`src/rtl/mem_port_arbiter_pkg.sv`:
```
// MemoryModesPackage: memory access mode encoding plus the arbiter's
// state and request types shared by mem_port_arbiter and its users.
//   ReadWriteMode : access size for a read or a write (NONE = no access)
//   ArbState_t    : arbiter ownership state (last grantee)
//   MemReq_t      : one complete memory-port request
package MemoryModesPackage;

    // Widest address/data the request struct carries. Module ADDR_W/DATA_W
    // must not exceed these.
    localparam int MEM_ADDR_W = 32;
    localparam int MEM_DATA_W = 32;

    typedef enum logic [2:0] {
        ReadWriteMode_NONE     = 3'd0,
        ReadWriteMode_BYTE     = 3'd1,
        ReadWriteMode_HALFWORD = 3'd2,
        ReadWriteMode_WORD     = 3'd3
    } ReadWriteMode;

    typedef enum logic [1:0] {
        ARB_IDLE,
        ARB_CPU,
        ARB_LDR
    } ArbState_t;

    typedef struct packed {
        logic [MEM_ADDR_W-1:0] address;
        logic [MEM_DATA_W-1:0] data;
        ReadWriteMode          writeMode;
        ReadWriteMode          readMode;
        logic                  unsignedLoad;
    } MemReq_t;

endpackage

```
`src/rtl/mem_port_arbiter.sv`:
```
// mem_port_arbiter: shares the Memory data port between the CPU load/store
// unit (port 0, cpu_*) and the program loader/DMA (port 1, ldr_*).
// One access is issued per cycle; read data comes back the following cycle
// on the owner's rvalid/rdata. Loader bursts are capped at MAX_BURST grants
// while the CPU is waiting.
// Ports:
//   clk, rst                  clock (rising edge), async active-low reset
//   cpu_req/ldr_req           level request, held until the matching gnt
//   *_address/_data/_writeMode/_readMode/_unsignedLoad  request fields
//   cpu_gnt/ldr_gnt           access issued this cycle
//   cpu_rvalid/ldr_rvalid     read data valid (cycle after a read grant)
//   cpu_rdata/ldr_rdata       read data, 0 when not valid for that port
//   mem_*                     request driven to Memory; mem_dataOutput back
//   mode_err                  pulse the cycle after an illegal grant
module mem_port_arbiter
    import MemoryModesPackage::*;
#(
    parameter int ADDR_W    = 32,
    parameter int DATA_W    = 32,
    parameter int MAX_BURST = 8,
    parameter int CPU_FIRST = 1
) (
    input  logic              clk,
    input  logic              rst,

    input  logic              cpu_req,
    input  logic [ADDR_W-1:0] cpu_address,
    input  logic [DATA_W-1:0] cpu_data,
    input  logic [2:0]        cpu_writeMode,
    input  logic [2:0]        cpu_readMode,
    input  logic              cpu_unsignedLoad,
    output logic              cpu_gnt,
    output logic              cpu_rvalid,
    output logic [DATA_W-1:0] cpu_rdata,

    input  logic              ldr_req,
    input  logic [ADDR_W-1:0] ldr_address,
    input  logic [DATA_W-1:0] ldr_data,
    input  logic [2:0]        ldr_writeMode,
    input  logic [2:0]        ldr_readMode,
    input  logic              ldr_unsignedLoad,
    output logic              ldr_gnt,
    output logic              ldr_rvalid,
    output logic [DATA_W-1:0] ldr_rdata,

    output logic [ADDR_W-1:0] mem_address,
    output logic [DATA_W-1:0] mem_data,
    output logic [2:0]        mem_writeMode,
    output logic [2:0]        mem_readMode,
    output logic              mem_unsignedLoad,
    input  logic [DATA_W-1:0] mem_dataOutput,

    output logic              mode_err
);

    localparam logic [7:0] MAX_B = 8'(MAX_BURST);

    ArbState_t  state_q, state_d;
    logic [7:0] burst_cnt_q, burst_cnt_d;
    logic       rd_pending_q, rd_pending_d;
    logic       rd_owner_q, rd_owner_d;     // 0 = CPU, 1 = loader
    logic       err_q, err_d;

    logic       gnt_cpu, gnt_ldr, illegal;
    MemReq_t    cpu_r, ldr_r, sel_r;

    assign cpu_r = '{address:      MEM_ADDR_W'(cpu_address),
                     data:         MEM_DATA_W'(cpu_data),
                     writeMode:    ReadWriteMode'(cpu_writeMode),
                     readMode:     ReadWriteMode'(cpu_readMode),
                     unsignedLoad: cpu_unsignedLoad};

    assign ldr_r = '{address:      MEM_ADDR_W'(ldr_address),
                     data:         MEM_DATA_W'(ldr_data),
                     writeMode:    ReadWriteMode'(ldr_writeMode),
                     readMode:     ReadWriteMode'(ldr_readMode),
                     unsignedLoad: ldr_unsignedLoad};

    // Grant decision. Grants are gated by rst so nothing reaches Memory
    // while reset is held, even with requests pending.
    always_comb begin
        gnt_cpu = 1'b0;
        gnt_ldr = 1'b0;
        if (rst) begin
            if (cpu_req && ldr_req) begin
                unique case (state_q)
                    ARB_IDLE: begin
                        if (CPU_FIRST != 0) gnt_cpu = 1'b1;
                        else                gnt_ldr = 1'b1;
                    end
                    ARB_CPU: gnt_ldr = 1'b1;
                    ARB_LDR: begin
                        if (burst_cnt_q < MAX_B) gnt_ldr = 1'b1;
                        else                     gnt_cpu = 1'b1;
                    end
                    default: gnt_cpu = 1'b1;
                endcase
            end else begin
                gnt_cpu = cpu_req;
                gnt_ldr = ldr_req;
            end
        end
    end

    // Request mux onto the Memory port. An illegal read+write request is
    // issued as the write only.
    always_comb begin
        sel_r = '0;
        if (gnt_cpu)      sel_r = cpu_r;
        else if (gnt_ldr) sel_r = ldr_r;
        illegal = (sel_r.writeMode != ReadWriteMode_NONE) &&
                  (sel_r.readMode  != ReadWriteMode_NONE);
        if (illegal) sel_r.readMode = ReadWriteMode_NONE;
    end

    assign mem_address      = sel_r.address[ADDR_W-1:0];
    assign mem_data         = sel_r.data[DATA_W-1:0];
    assign mem_writeMode    = sel_r.writeMode;
    assign mem_readMode     = sel_r.readMode;
    assign mem_unsignedLoad = sel_r.unsignedLoad;

    // Next state: ownership, burst counting, read return tracking.
    always_comb begin
        state_d      = ARB_IDLE;
        burst_cnt_d  = burst_cnt_q;
        rd_pending_d = 1'b0;
        rd_owner_d   = rd_owner_q;
        err_d        = illegal;

        if (gnt_cpu)      state_d = ARB_CPU;
        else if (gnt_ldr) state_d = ARB_LDR;

        // Burst length only matters while the CPU is waiting.
        if (gnt_cpu || !cpu_req)            burst_cnt_d = '0;
        else if (gnt_ldr && burst_cnt_q < MAX_B) burst_cnt_d = burst_cnt_q + 8'd1;

        if (sel_r.readMode != ReadWriteMode_NONE) begin
            rd_pending_d = 1'b1;
            rd_owner_d   = gnt_ldr;
        end
    end

    always_ff @(posedge clk or negedge rst) begin
        if (!rst) begin
            state_q      <= ARB_IDLE;
            burst_cnt_q  <= '0;
            rd_pending_q <= 1'b0;
            rd_owner_q   <= 1'b0;
            err_q        <= 1'b0;
        end else begin
            state_q      <= state_d;
            burst_cnt_q  <= burst_cnt_d;
            rd_pending_q <= rd_pending_d;
            rd_owner_q   <= rd_owner_d;
            err_q        <= err_d;
        end
    end

    assign cpu_gnt    = gnt_cpu;
    assign ldr_gnt    = gnt_ldr;
    assign cpu_rvalid = rd_pending_q && !rd_owner_q;
    assign ldr_rvalid = rd_pending_q &&  rd_owner_q;
    assign cpu_rdata  = cpu_rvalid ? mem_dataOutput : '0;
    assign ldr_rdata  = ldr_rvalid ? mem_dataOutput : '0;
    assign mode_err   = err_q;

endmodule

```
`config.mk`:
```
export PLATFORM = sky130hd
export DESIGN_NAME = mem_port_arbiter
export DESIGN_NICKNAME = d
export VERILOG_FILES = /design/src/rtl/mem_port_arbiter_pkg.sv /design/src/rtl/mem_port_arbiter.sv
export SDC_FILE = /design/constraint.sdc
export NUM_CORES = 1
export LEC_CHECK = 0
export ABC_AREA = 0
export CAP_MARGIN = 20
export CELL_PAD_IN_SITES_DETAIL_PLACEMENT = 1
export CELL_PAD_IN_SITES_GLOBAL_PLACEMENT = 1
export CORE_UTILIZATION = 13
export DETAILED_ROUTE_END_ITERATION = 8
export GPL_ROUTABILITY_DRIVEN = 0
export GPL_TIMING_DRIVEN = 1
export PLACE_DENSITY_LB_ADDON = 0.1
export REMOVE_ABC_BUFFERS = 1
export SKIP_CTS_REPAIR_TIMING = 1
export SLEW_MARGIN = 5
export SYNTH_ARGS = -nofsm -noshare
export SYNTH_HDL_FRONTEND = slang
export SYNTH_SLANG_ARGS = --single-unit
```
`constraint.sdc`:
```
create_clock -name clk -period 3.38 [get_ports clk]
set_input_delay 0.676 -clock clk [delete_from_list [all_inputs] [get_ports clk]]
set_output_delay 0.676 -clock clk [all_outputs]
set_load 0.03 [all_outputs]
```
# After elaboration in Yosys (flattened, before gate mapping)
# Index checks and enable logic that the tools add are counted.
# classes
add_sub_neg,1
order_cmp,1
n_eq_ne,2
muxes,18
reduce_logical,12
# ops
cell,n
71-bit 2-to-1 mux,2
32-bit 2-to-1 mux,2
8-bit 2-to-1 mux,2
3-bit nonzero test,3
"8-bit by 1-bit adder with 8-bit output, second input constant",1
"8-bit by 4-bit less-than comparator with 1-bit output, second input constant",1
1-bit 2-to-1 mux,7
1-bit logical AND,5
2-bit 2-to-1 mux,2
1-bit one-hot mux with 2 select lines,2
3-bit 2-to-1 mux,1
"2-bit by 1-bit == test with 1-bit output, second input constant",1
"2-bit == test, second input constant",1
1-bit zero test,2
2-bit nonzero test,1
1-bit logical OR,1
# word_totals
ff_bits,13
output_inout_bits,140
wordCells,39

# Longest topological paths before layout
# logic_depth
depth_word,12
depth_mapped,8
mapped_depth_nobuf,7

# Worst setup path before layout
# No wires, ideal clock.
# synth_timing
path_kind,register -> output
start,register state_q[0]
end,output port mem_readMode[2]
t_arrival_ns,2.386
required_ns,2.704
setup_slack_ns,0.318
path_stages_with_launch,9
cell_sequence,dfrtp_1 > inv_1 > ha_1 > nand3b_1 > o2111a_1 > clkbuf_1 > clkbuf_1 > a32oi_1 > nor2_1
# synth_lines
item,line,rtl
from (decl),mem_port_arbiter.sv:58,"ArbState_t state_q, state_d;"
from (signal assigned),mem_port_arbiter.sv:151,state_q <= state_d;
2-bit == test or 2-bit by 1-bit == test with 1-bit output (tied branches),mem_port_arbiter.sv:86,unique case (state_q)
1-bit one-hot mux with 2 select lines *,mem_port_arbiter.sv:86,
1-bit 2-to-1 mux *,mem_port_arbiter.sv:85,if (cpu_req && ldr_req) begin
1-bit 2-to-1 mux *,mem_port_arbiter.sv:84,if (rst) begin
named net cpu_gnt,mem_port_arbiter.sv:32,"output logic cpu_gnt,"
71-bit 2-to-1 mux *,mem_port_arbiter.sv:109,if (gnt_cpu) sel_r = cpu_r;
"3-bit nonzero test, on equally long branches","mem_port_arbiter.sv:111, mem_port_arbiter.sv:112",
1-bit logical AND,mem_port_arbiter.sv:111,illegal = (sel_r.writeMode != ReadWriteMode_NONE) &&
3-bit 2-to-1 mux *,mem_port_arbiter.sv:113,if (illegal) sel_r.readMode = ReadWriteMode_NONE;
to (decl),mem_port_arbiter.sv:49,"output logic [2:0] mem_readMode,"
# Mark *: on every way through the listed nets, which the timed path passes. The rest lies on a longest branch.

# Final worst setup path
# layout_timing
start,input port ldr_req
end,output port mem_address[12]
# layout_via
elab_chain_cells,5
# layout_rtl
item,line,rtl
from (decl),mem_port_arbiter.sv:36,"input logic ldr_req,"
1-bit logical AND,mem_port_arbiter.sv:85,
1-bit 2-to-1 mux,mem_port_arbiter.sv:85,
1-bit 2-to-1 mux,mem_port_arbiter.sv:84,
71-bit 2-to-1 mux,mem_port_arbiter.sv:110,else if (gnt_ldr) sel_r = ldr_r;
71-bit 2-to-1 mux *,mem_port_arbiter.sv:109,
to (decl),mem_port_arbiter.sv:46,"output logic [ADDR_W-1:0] mem_address,"
# Mark *: on every way between the ends. The rest lies on a longest branch, timed or not.

==> metrics.csv <==
stage,metric,value,unit
global_route,largest net degree at the start of global routing,34,
layout,"commonest non-fill, non-tap cell in the layout",clkdlybuf4s50_1,
critical_path,CP max FO,23,
clock_tree,CTS Buf Count,3,
drt,vias per inst,4.50,
global_route,met3 usage,6.18,%
pwr,Leak,2.44,nW
global_route,GRT met2 Usage,32.7,%
global_route,first-pass GRT wire length,18600,microns
pwr,Max VDD drop,0.000116,V
critical_path,"CP delay by family, top",buffers and inverters,
layout,"Cell Count, Final, Fillers Out",726,
clock_tree,Root Buffer,clkbuf_16,
yosys,Yosys top cell area share,31.3,%
layout,post-route cell area,5340,sq um
yosys,netlist area before placement,1900,sq um
global_route,GRT met1 Usage,15.9,%
yosys,Main synth FF type,dfrtp_1,
timing,worst-margin pin slew,621,ps
timing,min cycle time layout,3270,ps
clock_tree,clock latency reported for the late side of the worst-skew pair,240,ps
yosys,Post-synth ARST share,100,%
placed_design,IO buf count,317,
timing,final setup violation count,0,
yosys,Post-synth EDFFs,0,
timing,final worst path period share,96.6,%
clock_tree,Clock Tree Buf Depth,2,
floorplanning,Die W,123,microns
placed_design,DP HPWL,12000,microns
clock_tree,Sinks on Clock Net,13,
clock_tree,TritonCTS clock tree,done,
flow_run,Max Cap Viol,0,
timing,Hold Slack,538,ps
layout,antenna diode count,0,
critical_path,most used cell along the critical path,buf_6,
floorplanning,die height,123,microns
clock_tree,Clock Pin Slew Worst Setup and Hold Paths,50,ps
yosys,synth unique cells,36,
global_route,number of global-route vias before repair,3281,
pwr,Total Power,1.08,mW
timing,worst setup margin,113,ps
critical_path,crit path launch type,input port,
floorplanning,Starting Density,13.5,%
yosys,Yosys reg bits,13,
timing,Rel. slew slack,58.5,%
placed_design,dpl cells,722,
critical_path,Setup Crit Path Kind,in2out,
placed_design,dpl cell area,5240,sq um
clock_tree,H-Tree Depth,1,
critical_path,CP max-delay cell,clkdlybuf4s50_1,
status,status,"complete, no violations",
timing,RSZ-0062 raised after global routing,no,
critical_path,CP peak stage delay,510,ps
timing,worst clock skew,3.84,ps
floorplanning,full die area,15100,sq um
layout,share of cells above drive strength 1,24.2,%
critical_path,kind of end point of the critical path,output pin,
yosys,register area share after synthesis,17.1,%
global_route,GR Util All Layers,16.4,%
timing,accumulated negative setup slack,0,ps
critical_path,crit path cell chain,clkdlybuf4s50_1 > nand4bb_1 > o2111a_2 > a2111oi_4 > buf_6 > buf_12 > a22o_1 > buf_6,
layout,nets,728,
layout,fillcell total,1636,
drt,detailed-route via count,3269,
pwr,Power Density,202,nW/um^2
drt,router iterations before antenna repair,4,
drt,drt drc,0,
layout,most frequent cells in the layout,"clkdlybuf4s50_1, buf_4, a22o_1, and3_1, and2_1",
critical_path,CP Data Arrival Time,2590,ps
global_route,initial antenna violation count,3,
layout,synth-to-layout area growth,181,%
timing,Fmax,306,MHz
floorplanning,I/O pin count,318,
critical_path,critical path required time,2700,ps
timing,"Hold Vio Cnt, Final",0,
yosys,Avg Inst Size Synth,8.13,sq um
yosys,"area leader, netlist",a22o_1,
placed_design,dpl ws,-37.6,ps
drt,Iteration-0 DRC Markers,86,
yosys,Synth area leaders,"a22o_1, dfrtp_1, and3_1",
drt,post-route ant nets,0,
drt,Routed WL per cell,18.9,microns
worst_hold_path,HP Class,reg2reg,
drt,DRT Wirelength,13700,microns
yosys,Gate Count Post-Synth,234,
yosys,YS warnings,0,
critical_path,critical path buffer and inverter count,4,
floorplanning,Cell Rows,43,
global_route,GRT Residual Overflow,0,
floorplanning,core area,14100,sq um
global_route,busiest grt layer,met2,
timing,final slew viol count,0,
layout,Post-Route Utilization,37.9,%
## cell type report
cell class,instances,area [sq um],area share [%]
timing repair buffer,333,3270,61.2
multi-input combinational,192,1430,26.7
sequential,13,325,6.09
tap,180,225,4.22
clock buffer,4,78.8,1.48
inverter,4,15.0,0.281
## per-layer routing
metal,part of all wire [%],wire [microns]
met2,54,7450
met5,0.18,25
met4,1.3,172
met3,13,1740
met1,32,4320
## registers in the layout, summed over array words and instances (netlist names)
signal / flops
burst_cnt_q: 8
state_q: 2
mode_err: 1
rd_owner_q: 1
rd_pending_q: 1
## cells in the mapped netlist, types with 2 or more instances
cell / n
a22o_1: 68
a32oi_1: 2
nor2b_1: 2
nand3_1: 4
a211o_1: 2
nor3_1: 5
and3_1: 36
nor2_1: 8
clkbuf_1: 18
nand2_1: 6
o21ai_0: 2
buf_6: 7
dfrtp_1: 13
ha_1: 3
inv_1: 4
a31oi_1: 2
and2_1: 33
## worst register-to-register path, stage by stage, from the launching register on
cell and delay, ps:
dfrtp_1 370, inv_1 60, ha_1 270, nand3b_1 170
o2111a_2 260, buf_4 130, buf_4 310, nand3_1 160
o21ai_0 180, o21ai_0 100
## cells by family (layout without fill, tap and decap cells)
logic type      Yosys count  in the layout  share of synthesized area [%]
fa+ha+maj                 3              3                           1.97
compound gates           87             87                           40.3
mux                       1              1                          0.526
xor+xnor                  2              2                          0.921
buf+inv                  29            341                           8.49
simple gates             99             99                           30.7
flops                    13             13                           17.1
## final timing paths
| check | start | to | slack, ps | cells after the start |
|---|---|---|---|---|
| min in group asynchronous | rst | burst_cnt_q[6] | 870 | 2 |
| hold reg to reg | burst_cnt_q[2] | burst_cnt_q[2] | 540 | 2 |
| hold / removal | burst_cnt_q[2] | burst_cnt_q[2] | 540 | 2 |
| max in group asynchronous | rst | burst_cnt_q[1] | 2350 | 2 |
| setup / recovery | ldr_req | mem_address[12] | 110 | 8 |
| setup reg to reg | state_q[0] | rd_owner_q | 1250 | 9 |
## report_power, final
part	internal, mW	switching (mW)	total [mW]
registers	0.163	0.0205	0.183
clock network	0.159	0.0655	0.225
logic	0.366	0.307	0.673
total	0.688	0.393	1.08
No activity file was read; power rests on OpenSTA's default activity.
